--- src/rtl/teleport_sequencer.sv ---
// Teleport sequence for Bumpy landing on a PORT tile: fade-out, jump, fade-in, cooldown.
// Optional macro TELEPORT_CENTER_EN centres the sprite inside the destination tile.
module teleport_sequencer #(
    parameter int unsigned NUM_OF_ROWS     = 7,
    parameter int unsigned NUM_OF_COLS     = 10,
    parameter int unsigned TILE_SHIFT      = 6,
    parameter int unsigned FADE_FRAMES     = 8,
    parameter int unsigned COOLDOWN_FRAMES = 30,
    parameter int unsigned OBJ_SIZE        = 32
) (
    input  logic        clk,
    input  logic        resetN,
    input  logic        startOfFrame,
    input  logic        land,
    input  logic [2:0]  tile_type,
    input  logic [7:0]  teleport_cordinates,
    output logic        teleport_pulse,
    output logic [10:0] new_bumpy_x,
    output logic [10:0] new_bumpy_y,
    output logic [3:0]  fade_level,
    output logic        busy,
    output logic        coord_error
);

    localparam int unsigned MAX_FRAMES = (FADE_FRAMES > COOLDOWN_FRAMES) ? FADE_FRAMES : COOLDOWN_FRAMES;
    localparam int unsigned CNT_W      = $clog2(MAX_FRAMES + 1);
    localparam logic [2:0]  PORT       = 3'b100;
`ifdef TELEPORT_CENTER_EN
    localparam bit          CENTER_EN  = 1'b1;
`else
    localparam bit          CENTER_EN  = 1'b0;
`endif
    localparam int unsigned OFFSET     = CENTER_EN ? (((1 << TILE_SHIFT) - OBJ_SIZE) / 2) : 0;

    typedef enum logic [2:0] {
        IDLE,
        FADE_OUT,
        JUMP,
        FADE_IN,
        COOLDOWN
    } state_t;

    state_t           state;
    logic [CNT_W-1:0] cnt;
    logic [3:0]       dest_x;
    logic [3:0]       dest_y;

    logic             coord_valid_c;
    logic [CNT_W-1:0] cnt_inc_c;
    logic [10:0]      pix_x_c;
    logic [10:0]      pix_y_c;

    // Linear visibility ramp 0..15 over FADE_FRAMES frames
    function automatic logic [3:0] ramp(input logic [CNT_W-1:0] n);
        ramp = 4'((32'd15 * 32'(n)) / FADE_FRAMES);
    endfunction

    assign coord_valid_c = (32'(teleport_cordinates[7:4]) < NUM_OF_COLS) &&
                           (32'(teleport_cordinates[3:0]) < NUM_OF_ROWS);
    assign cnt_inc_c     = cnt + CNT_W'(1);
    assign pix_x_c       = (11'(dest_x) << TILE_SHIFT) + 11'(OFFSET);
    assign pix_y_c       = (11'(dest_y) << TILE_SHIFT) + 11'(OFFSET);

    always_ff @(posedge clk or negedge resetN) begin
        if (!resetN) begin
            state          <= IDLE;
            cnt            <= '0;
            dest_x         <= '0;
            dest_y         <= '0;
            teleport_pulse <= 1'b0;
            new_bumpy_x    <= '0;
            new_bumpy_y    <= '0;
            fade_level     <= 4'd15;
            busy           <= 1'b0;
            coord_error    <= 1'b0;
        end else begin
            case (state)
                IDLE: begin
                    // A frame pulse coinciding with an accepted land is not counted
                    if (land && tile_type == PORT) begin
                        dest_x <= teleport_cordinates[7:4];
                        dest_y <= teleport_cordinates[3:0];
                        if (coord_valid_c) begin
                            cnt   <= '0;
                            busy  <= 1'b1;
                            state <= FADE_OUT;
                        end else begin
                            coord_error <= 1'b1;
                        end
                    end
                end
                FADE_OUT: begin
                    if (startOfFrame) begin
                        if (cnt_inc_c == CNT_W'(FADE_FRAMES)) begin
                            cnt            <= '0;
                            fade_level     <= 4'd0;
                            teleport_pulse <= 1'b1;
                            new_bumpy_x    <= pix_x_c;
                            new_bumpy_y    <= pix_y_c;
                            state          <= JUMP;
                        end else begin
                            cnt        <= cnt_inc_c;
                            fade_level <= 4'd15 - ramp(cnt_inc_c);
                        end
                    end
                end
                JUMP: begin
                    teleport_pulse <= 1'b0;
                    cnt            <= '0;
                    state          <= FADE_IN;
                end
                FADE_IN: begin
                    if (startOfFrame) begin
                        if (cnt_inc_c == CNT_W'(FADE_FRAMES)) begin
                            cnt        <= '0;
                            fade_level <= 4'd15;
                            state      <= COOLDOWN;
                        end else begin
                            cnt        <= cnt_inc_c;
                            fade_level <= ramp(cnt_inc_c);
                        end
                    end
                end
                COOLDOWN: begin
                    // Blocks re-trigger from the destination PORT tile
                    if (startOfFrame) begin
                        if (cnt_inc_c == CNT_W'(COOLDOWN_FRAMES)) begin
                            cnt   <= '0;
                            busy  <= 1'b0;
                            state <= IDLE;
                        end else begin
                            cnt <= cnt_inc_c;
                        end
                    end
                end
                default: begin
                    state <= IDLE;
                end
            endcase
        end
    end

endmodule

--- config.mk ---
export PLATFORM = sky130hd
export DESIGN_NAME = teleport_sequencer
export DESIGN_NICKNAME = d
export VERILOG_FILES = /design/src/rtl/teleport_sequencer.sv
export SDC_FILE = /design/constraint.sdc
export NUM_CORES = 1
export LEC_CHECK = 0
export ABC_AREA = 1
export BUFFER_PORTS_ARGS = -buffer_cell sky130_fd_sc_hd__buf_2
export CAP_MARGIN = 30
export CORE_ASPECT_RATIO = 1.75
export CORE_MARGIN = 8
export CORE_UTILIZATION = 28
export CTS_CLUSTER_DIAMETER = 200
export DETAILED_ROUTE_END_ITERATION = 7
export PLACE_DENSITY = 0.45
export SYNTH_ARGS = -nofsm -noshare
export SYNTH_HDL_FRONTEND = slang
export SYNTH_SLANG_ARGS = --single-unit
--- constraint.sdc ---
create_clock -name clk -period 7.4 [get_ports clk]
set_input_delay 0.74 -clock clk [delete_from_list [all_inputs] [get_ports clk]]
set_output_delay 0.74 -clock clk [all_outputs]
set_load 0.02 [all_outputs]
==> flow_summary_export.csv, run 1 <==
group,metric,value,unit
clock_network,cts_tree,"done",
cells_and_area,most-common-layout-cells,"nand2_1 (67), inv_1 (35), buf_2 (29), dfrtp_1 (27), nand3_1 (19)",
sta,worst_pin_slew,0.689,ns
min_path,holdPathStages,1,
worst_setup_path,critPathTopFamily,"adder cells",
global_route,grtUsageTotal,9.82,%
clock_network,post_cts_buffers,0,
worst_setup_path,cp-startpoint,"cnt[0]",
clock_network,clock_latency,0.27,ns
floorplan,placement_rows,42,
cells_and_area,antennaDiodeCount,0,
floorplan,io-pin-count,44,
synthesis,ys_warn_count,0,
cells_and_area,layout.nets,322,
clock_network,clock_path_buffers,2,
sta,fin_setup_tns,0,ns
synthesis,synth_cell_types,37,
sta,timing.fmax,295,MHz
cells_and_area,fillCellCount,834,
place,gp_congestion,0.783,
min_path,hp-class,"reg -> reg",
run,maxCapViolations,0,
clock_network,cts_resized,0,
cells_and_area,drive_above_1_share,23.5,%
clock_network,htreeDepth,2,
global_route,grt_max_degree,32,
drt,post_drt_wl_per_cell,12.7,microns
synthesis,synth_area,2150,sq um
drt,drt-total-wl,4.85,mm
global_route,gr-total-overflow,0,
worst_setup_path,cp.arrival,3.61,ns
drt,vias,1679,
drt,wl_met2,2.71,mm
cells_and_area,area_growth,14.5,%
worst_setup_path,cpMostUsedCell,"nand2_1",
global_route,grt_pass1_wl,8.35,mm
worst_setup_path,critPathBufInv,2,
status,status,"finished clean",
drt,wl_met3,198,microns
place,dpl.hpwl,3.94,mm
power,total_power,0.879,mW
synthesis,syn_inst,262,
worst_setup_path,reg2reg_depth,15,
drt,met1Wirelength,1.86,mm
clock_network,hold_buffers,0,
worst_setup_path,worstPathCellList,"ha_1, xor2_1, ha_1, inv_1, xor2_1, fa_1, inv_1, ha_1, a21oi_1, nand2_1, nand2_1, nand3_1, nand2_1, nand3_1, nand2_1",
floorplan,die-area,10900,sq um
cells_and_area,layout_commonest_cell,"nand2_1",
worst_setup_path,slowest_delay,0.55,ns
worst_setup_path,setup.worst_path.end_class,"flop",
drt,drt_first_iter_violations,43,
sta,slew-limit-headroom,54.0,%
worst_setup_path,startpoint_type,"flop",
cells_and_area,multiInputGateArea,1120,sq um
drt,vias_per_cell,4.41,
sta,fin_worst_skew,0.00312,ns
worst_setup_path,required,7.62,ns
clock_network,cts_sinks,31,
sta,hold_viol_final,0,
drt,highest_layer,"met4",
power,p_leak,1.30,nW
floorplan,core-area,7510,sq um
global_route,grt_pass1_vias,1757,
sta,slew_viol_final,0,
clock_network,clk_pin_slew,0.05,ns
floorplan,start_util,28.6,%
worst_setup_path,crit_slowest_cell,"fa_1",
drt,antenna_left,0,
power,power_density,357,nW/um^2
drt,drtPass1Iterations,4,
worst_setup_path,reg2reg_slack,4.01,ns
synthesis,ys_seq_area_share,36.3,%
global_route,antenna_found_initial,0,
floorplan,dieWidth,82.3,microns
min_path,hold_end,"coord_error",
synthesis,syn_avg_cell_area,8.21,sq um
clock_network,cts-root-buf,"clkbuf_16",
power,ir_worst_vdd,0.000235,V
drt,drc,0,
clock_network,cts_buffers,5,
sta,post-route-period-util,45.9,%
cells_and_area,seqCellArea,781,sq um
worst_setup_path,path_class,"reg -> reg",
worst_setup_path,cp_max_fo,7,
worst_setup_path,rr_endpoint,"fade_level[2]",
floorplan,fp.dieH,132,microns
place,numPortBuffers,29,
worst_setup_path,r2r_start,"cnt[0]",
sta,period_needed,3.39,ns
sta,rsz0062_at_grt,"false",
synthesis,synth-seq-cells,31,
min_path,min-delay-start,"coord_error",
sta,setup_viol,0,
registers in the layout, indices dropped and copies added, names as in the netlist:
signal,count
busy,1
cnt,5
coord_error,1
dest_x,4
dest_y,4
fade_level,4
new_bumpy_x,4
new_bumpy_y,4
state,3
teleport_pulse,1
worst max-delay path by stage:
| stage | endpoint | slack (ns) | cells past startpoint |
|---|---|---|---|
| after floorplan | fade_level[2] | 4.33 | 15 |
| after global placement | fade_level[2] | 4.12 | 15 |
| after detailed placement | fade_level[2] | 4.00 | 15 |
| after CTS | fade_level[2] | 3.98 | 15 |
| after global routing | fade_level[2] | 3.62 | 15 |
| final | fade_level[2] | 4.01 | 15 |
per-stage QoR:
step	cells	utilization [%]	area (sq um)	setup WS [ns]	hold slack, ns
2_1_floorplan	275	-	2200	4.33	0.444
3_3_place_gp	373	30.7	2310	4.12	0.440
3_5_place_dp	373	30.7	2310	4.00	0.443
4_1_cts	381	32.8	2460	3.98	0.459
5_1_grt	381	32.8	2460	3.62	0.479
6_report	381	32.8	2460	4.01	0.455
cell usage after synthesis:
| cell | n | area share, % |
|---|---|---|
| nand3_1 | 19 | 4.4 |
| dfrtp_1 | 27 | 31 |
| o21bai_1 | 1 | 0.35 |
| dfstp_2 | 4 | 4.9 |
| nor2_1 | 7 | 1.2 |
| clkbuf_2 | 1 | 0.23 |
| ha_1 | 11 | 6.4 |
| o21ai_1 | 1 | 0.23 |
| nor2_2 | 1 | 0.29 |
| o22ai_1 | 1 | 0.29 |
| xnor2_1 | 2 | 0.81 |
| inv_1 | 35 | 6.1 |
| o21ai_0 | 17 | 4.0 |
| nand2_2 | 2 | 0.58 |
| nand3b_1 | 2 | 0.70 |
| nor2_4 | 2 | 1.0 |
| a21oi_1 | 3 | 0.70 |
| nand3_4 | 1 | 0.81 |
| or2_2 | 1 | 0.29 |
| inv_2 | 6 | 1.0 |
| nand2_4 | 2 | 1.0 |
| buf_4 | 16 | 5.6 |
| nand3_2 | 2 | 0.93 |
| nand4_4 | 1 | 0.99 |
| conb_1 | 1 | 0.17 |
| nand4_1 | 5 | 1.5 |
| buf_6 | 2 | 1.0 |
| and2_1 | 1 | 0.29 |
| nor3_2 | 1 | 0.47 |
| a21o_1 | 1 | 0.35 |
| o21ai_2 | 8 | 3.3 |
| nand2_1 | 67 | 12 |
| fa_1 | 4 | 3.7 |
| nand4_2 | 1 | 0.58 |
| nor3_1 | 1 | 0.23 |
| xor2_1 | 4 | 1.6 |
| nor3_4 | 1 | 0.76 |
per-layer routing:
metal | GRT usage, % | vias up
met5 | 0 | -
met4 | 4.13 | 0
met3 | 2.53 | 5
met2 | 17.6 | 36
met1 | 10.0 | 782
li1 | - | 856
cell families after synthesis:
logic type	Yosys count	synth area share (%)
AOI/OAI and AO/OA	32	9.13
adders and majority gates	15	10.1
buffers and inverters	60	14.0
other	1	0.174
DFF	31	36.3
and+or+nand+nor	117	27.8
xor gates and xnor gates	6	2.44
where the power goes:
group	internal [mW]	leakage (nW)	total [mW]	switching, mW
Sequential	0.225	0.390	0.258	0.0324
Clock	0.143	0.0772	0.212	0.0694
Combinational	0.144	0.831	0.409	0.265
Total	0.512	1.30	0.879	0.367
layout make-up:
type | count | share of cell area, %
timing repair buffer | 29 | 5.89
inverter | 41 | 6.25
sequential | 31 | 31.7
multi-input combinational | 184 | 45.4
clock buffer | 8 | 6.35
tap | 88 | 4.47
No activity file was read; power rests on OpenSTA's default activity.
==> inputs of run 2 (changes only) <==
- clock period: 7.4 -> 3.3 ns (I/O delays scaled with it)
==> flow_summary_export.csv, run 2 (same netlist as run 1, synthesis figures left out) <==
group,metric,value,unit
cells_and_area,area_growth,16.6,%
worst_setup_path,r2r_start,"cnt[0]",
power,p_leak,1.31,nW
drt,vias_per_cell,4.40,
drt,vias,1689,
worst_setup_path,crit_slowest_cell,"fa_1",
worst_setup_path,required,3.52,ns
clock_network,clock_latency,0.28,ns
cells_and_area,drive_above_1_share,25.3,%
worst_setup_path,reg2reg_depth,15,
cells_and_area,instances_no_fill,384,
drt,post_drt_wl_per_cell,12.4,microns
place,numPortBuffers,29,
global_route,gr-total-overflow,0,
floorplan,start_util,28.6,%
power,power_density,787,nW/um^2
place,placed_area,2330,sq um
sta,hold_viol_final,0,
drt,drt_first_iter_violations,32,
cells_and_area,largest_reg_flops,5,
place,dpl.hpwl,3.91,mm
cells_and_area,antennaDiodeCount,0,
worst_setup_path,cpMostUsedCell,"nand2_1",
worst_setup_path,startpoint_type,"flop",
global_route,grtUsageTotal,9.94,%
sta,worst_pin_slew,0.727,ns
sta,fin_setup_tns,0,ns
sta,setup_viol,0,
clock_network,hold_buffers,0,
floorplan,fp.dieH,132,microns
run,maxCapViolations,0,
cells_and_area,layout_commonest_cell,"nand2_1",
worst_setup_path,slowest_delay,0.54,ns
clock_network,cts_tree,"done",
place,post-place-cells,376,
sta,timing.fmax,332,MHz
sta,fin_worst_skew,0.00453,ns
sta,rsz0062_at_grt,"false",
sta,period_needed,3.01,ns
clock_network,clk_pin_slew,0.05,ns
global_route,grt_pass1_wl,8.28,mm
worst_setup_path,reg2reg_slack,0.29,ns
sta,whs,0.110,ns
floorplan,io-pin-count,44,
global_route,antenna_found_initial,0,
clock_network,htreeDepth,2,
clock_network,cts_sinks,31,
min_path,hp-class,"in -> async",
floorplan,die-area,10900,sq um
sta,post-route-period-util,91.3,%
cells_and_area,regMostFlops,"cnt",
sta,slew_viol_final,0,
place,gp_congestion,0.790,
worst_setup_path,cp_max_fo,7,
floorplan,placement_rows,42,
status,status,"finished clean",
floorplan,core-area,7510,sq um
drt,drt-total-wl,4.76,mm
global_route,grt_max_degree,32,
drt,drc,0,
clock_network,cts-root-buf,"clkbuf_16",
worst_setup_path,path_class,"reg -> reg",
drt,drtPass1Iterations,3,
clock_network,clock_path_buffers,2,
drt,antenna_left,0,
worst_setup_path,rr_endpoint,"fade_level[2]",
clock_network,cts_buffers,5,
cells_and_area,layout.nets,325,
cells_and_area,fin_area,2510,sq um
worst_setup_path,cp.arrival,3.24,ns
floorplan,dieWidth,82.3,microns
sta,slew-limit-headroom,51.5,%
worst_setup_path,setup.worst_path.end_class,"flop",
worst_setup_path,crit_end,"fade_level[2]",
cells_and_area,most-common-layout-cells,"nand2_1 (67), inv_1 (35), buf_2 (29), dfrtp_1 (26), nand3_1 (19)",
global_route,grt_pass1_vias,1816,
worst_setup_path,cp-startpoint,"cnt[0]",
power,ir_worst_vdd,0.000427,V
cells_and_area,fillCellCount,819,
worst_setup_path,worstPathCellList,"ha_2, xor2_4, ha_1, inv_1, xor2_1, fa_1, inv_1, ha_1, a21oi_1, nand2_1, nand2_1, nand3_1, nand2_1, nand3_1, nand2_1",
[run 2: worst min path at each step]
stage                      to  cells past startpoint
2_1_floorplan            busy                      0
3_3_place_gp        dest_x[1]                      1
3_5_place_dp        dest_x[0]                      1
4_1_cts             dest_x[0]                      1
5_1_grt        new_bumpy_x[7]                      1
6_report             state[1]                      1
[run 2: critical path, delay by kind of cell, from the launching register on]
kind	cells	cell delay (ns)
and+or+nand+nor	6	0.42
buffers and inverters	2	0.09
DFF	1	0.45
xor gates and xnor gates	2	0.35
AOI/OAI and AO/OA	1	0.19
adders and majority gates	4	1.44
[run 2: timing repair]
action / 4_1_cts / 5_1_grt
endpoints found under the setup margin: 0 / 3
hold endpoints to repair: 0 / 0
buffers inserted: 0 / 0
resized for setup: 0 / 4
[run 2: cell type report]
type	count	area [sq um]	share of cell area, %
clock buffers	8	156	6.23
inverters	41	154	6.13
multi-input cells	184	1140	45.4
flip-flops and latches	31	782	31.2
well taps	88	110	4.39
repair buffers	32	168	6.68
[run 2: power by group]
part	leakage [nW]	total [mW]	internal [mW]	switching (mW)
registers	0.389	0.579	0.506	0.0736
logic	0.844	0.913	0.328	0.584
clock network	0.0772	0.481	0.321	0.161
total	1.31	1.97	1.15	0.819
[run 2: metal layers]
| metal | track usage, % | vias up | wire length (microns) | share of wire (%) |
|---|---|---|---|---|
| met1 | 9.49 | 779 | 1760 | 37 |
| met2 | 17.5 | 38 | 2610 | 55 |
| li1 | - | 863 | - | - |
| met4 | 5.89 | 0 | 131 | 2.8 |
| met3 | 2.94 | 9 | 250 | 5.3 |
| met5 | 0 | - | 0 | 0 |
[run 2: per-stage QoR]
step | util (%) | setup WS, ns | total power [mW]
final | 33.4 | 0.286 | 1.97
after global routing | 33.4 | 0.0246 | 2.17
after CTS | 33.1 | 0.0834 | 2.01
after detailed placement | 31.0 | 0.115 | 1.51
after global placement | 31.0 | 0.155 | 1.51
after floorplan | - | 0.234 | 1.31
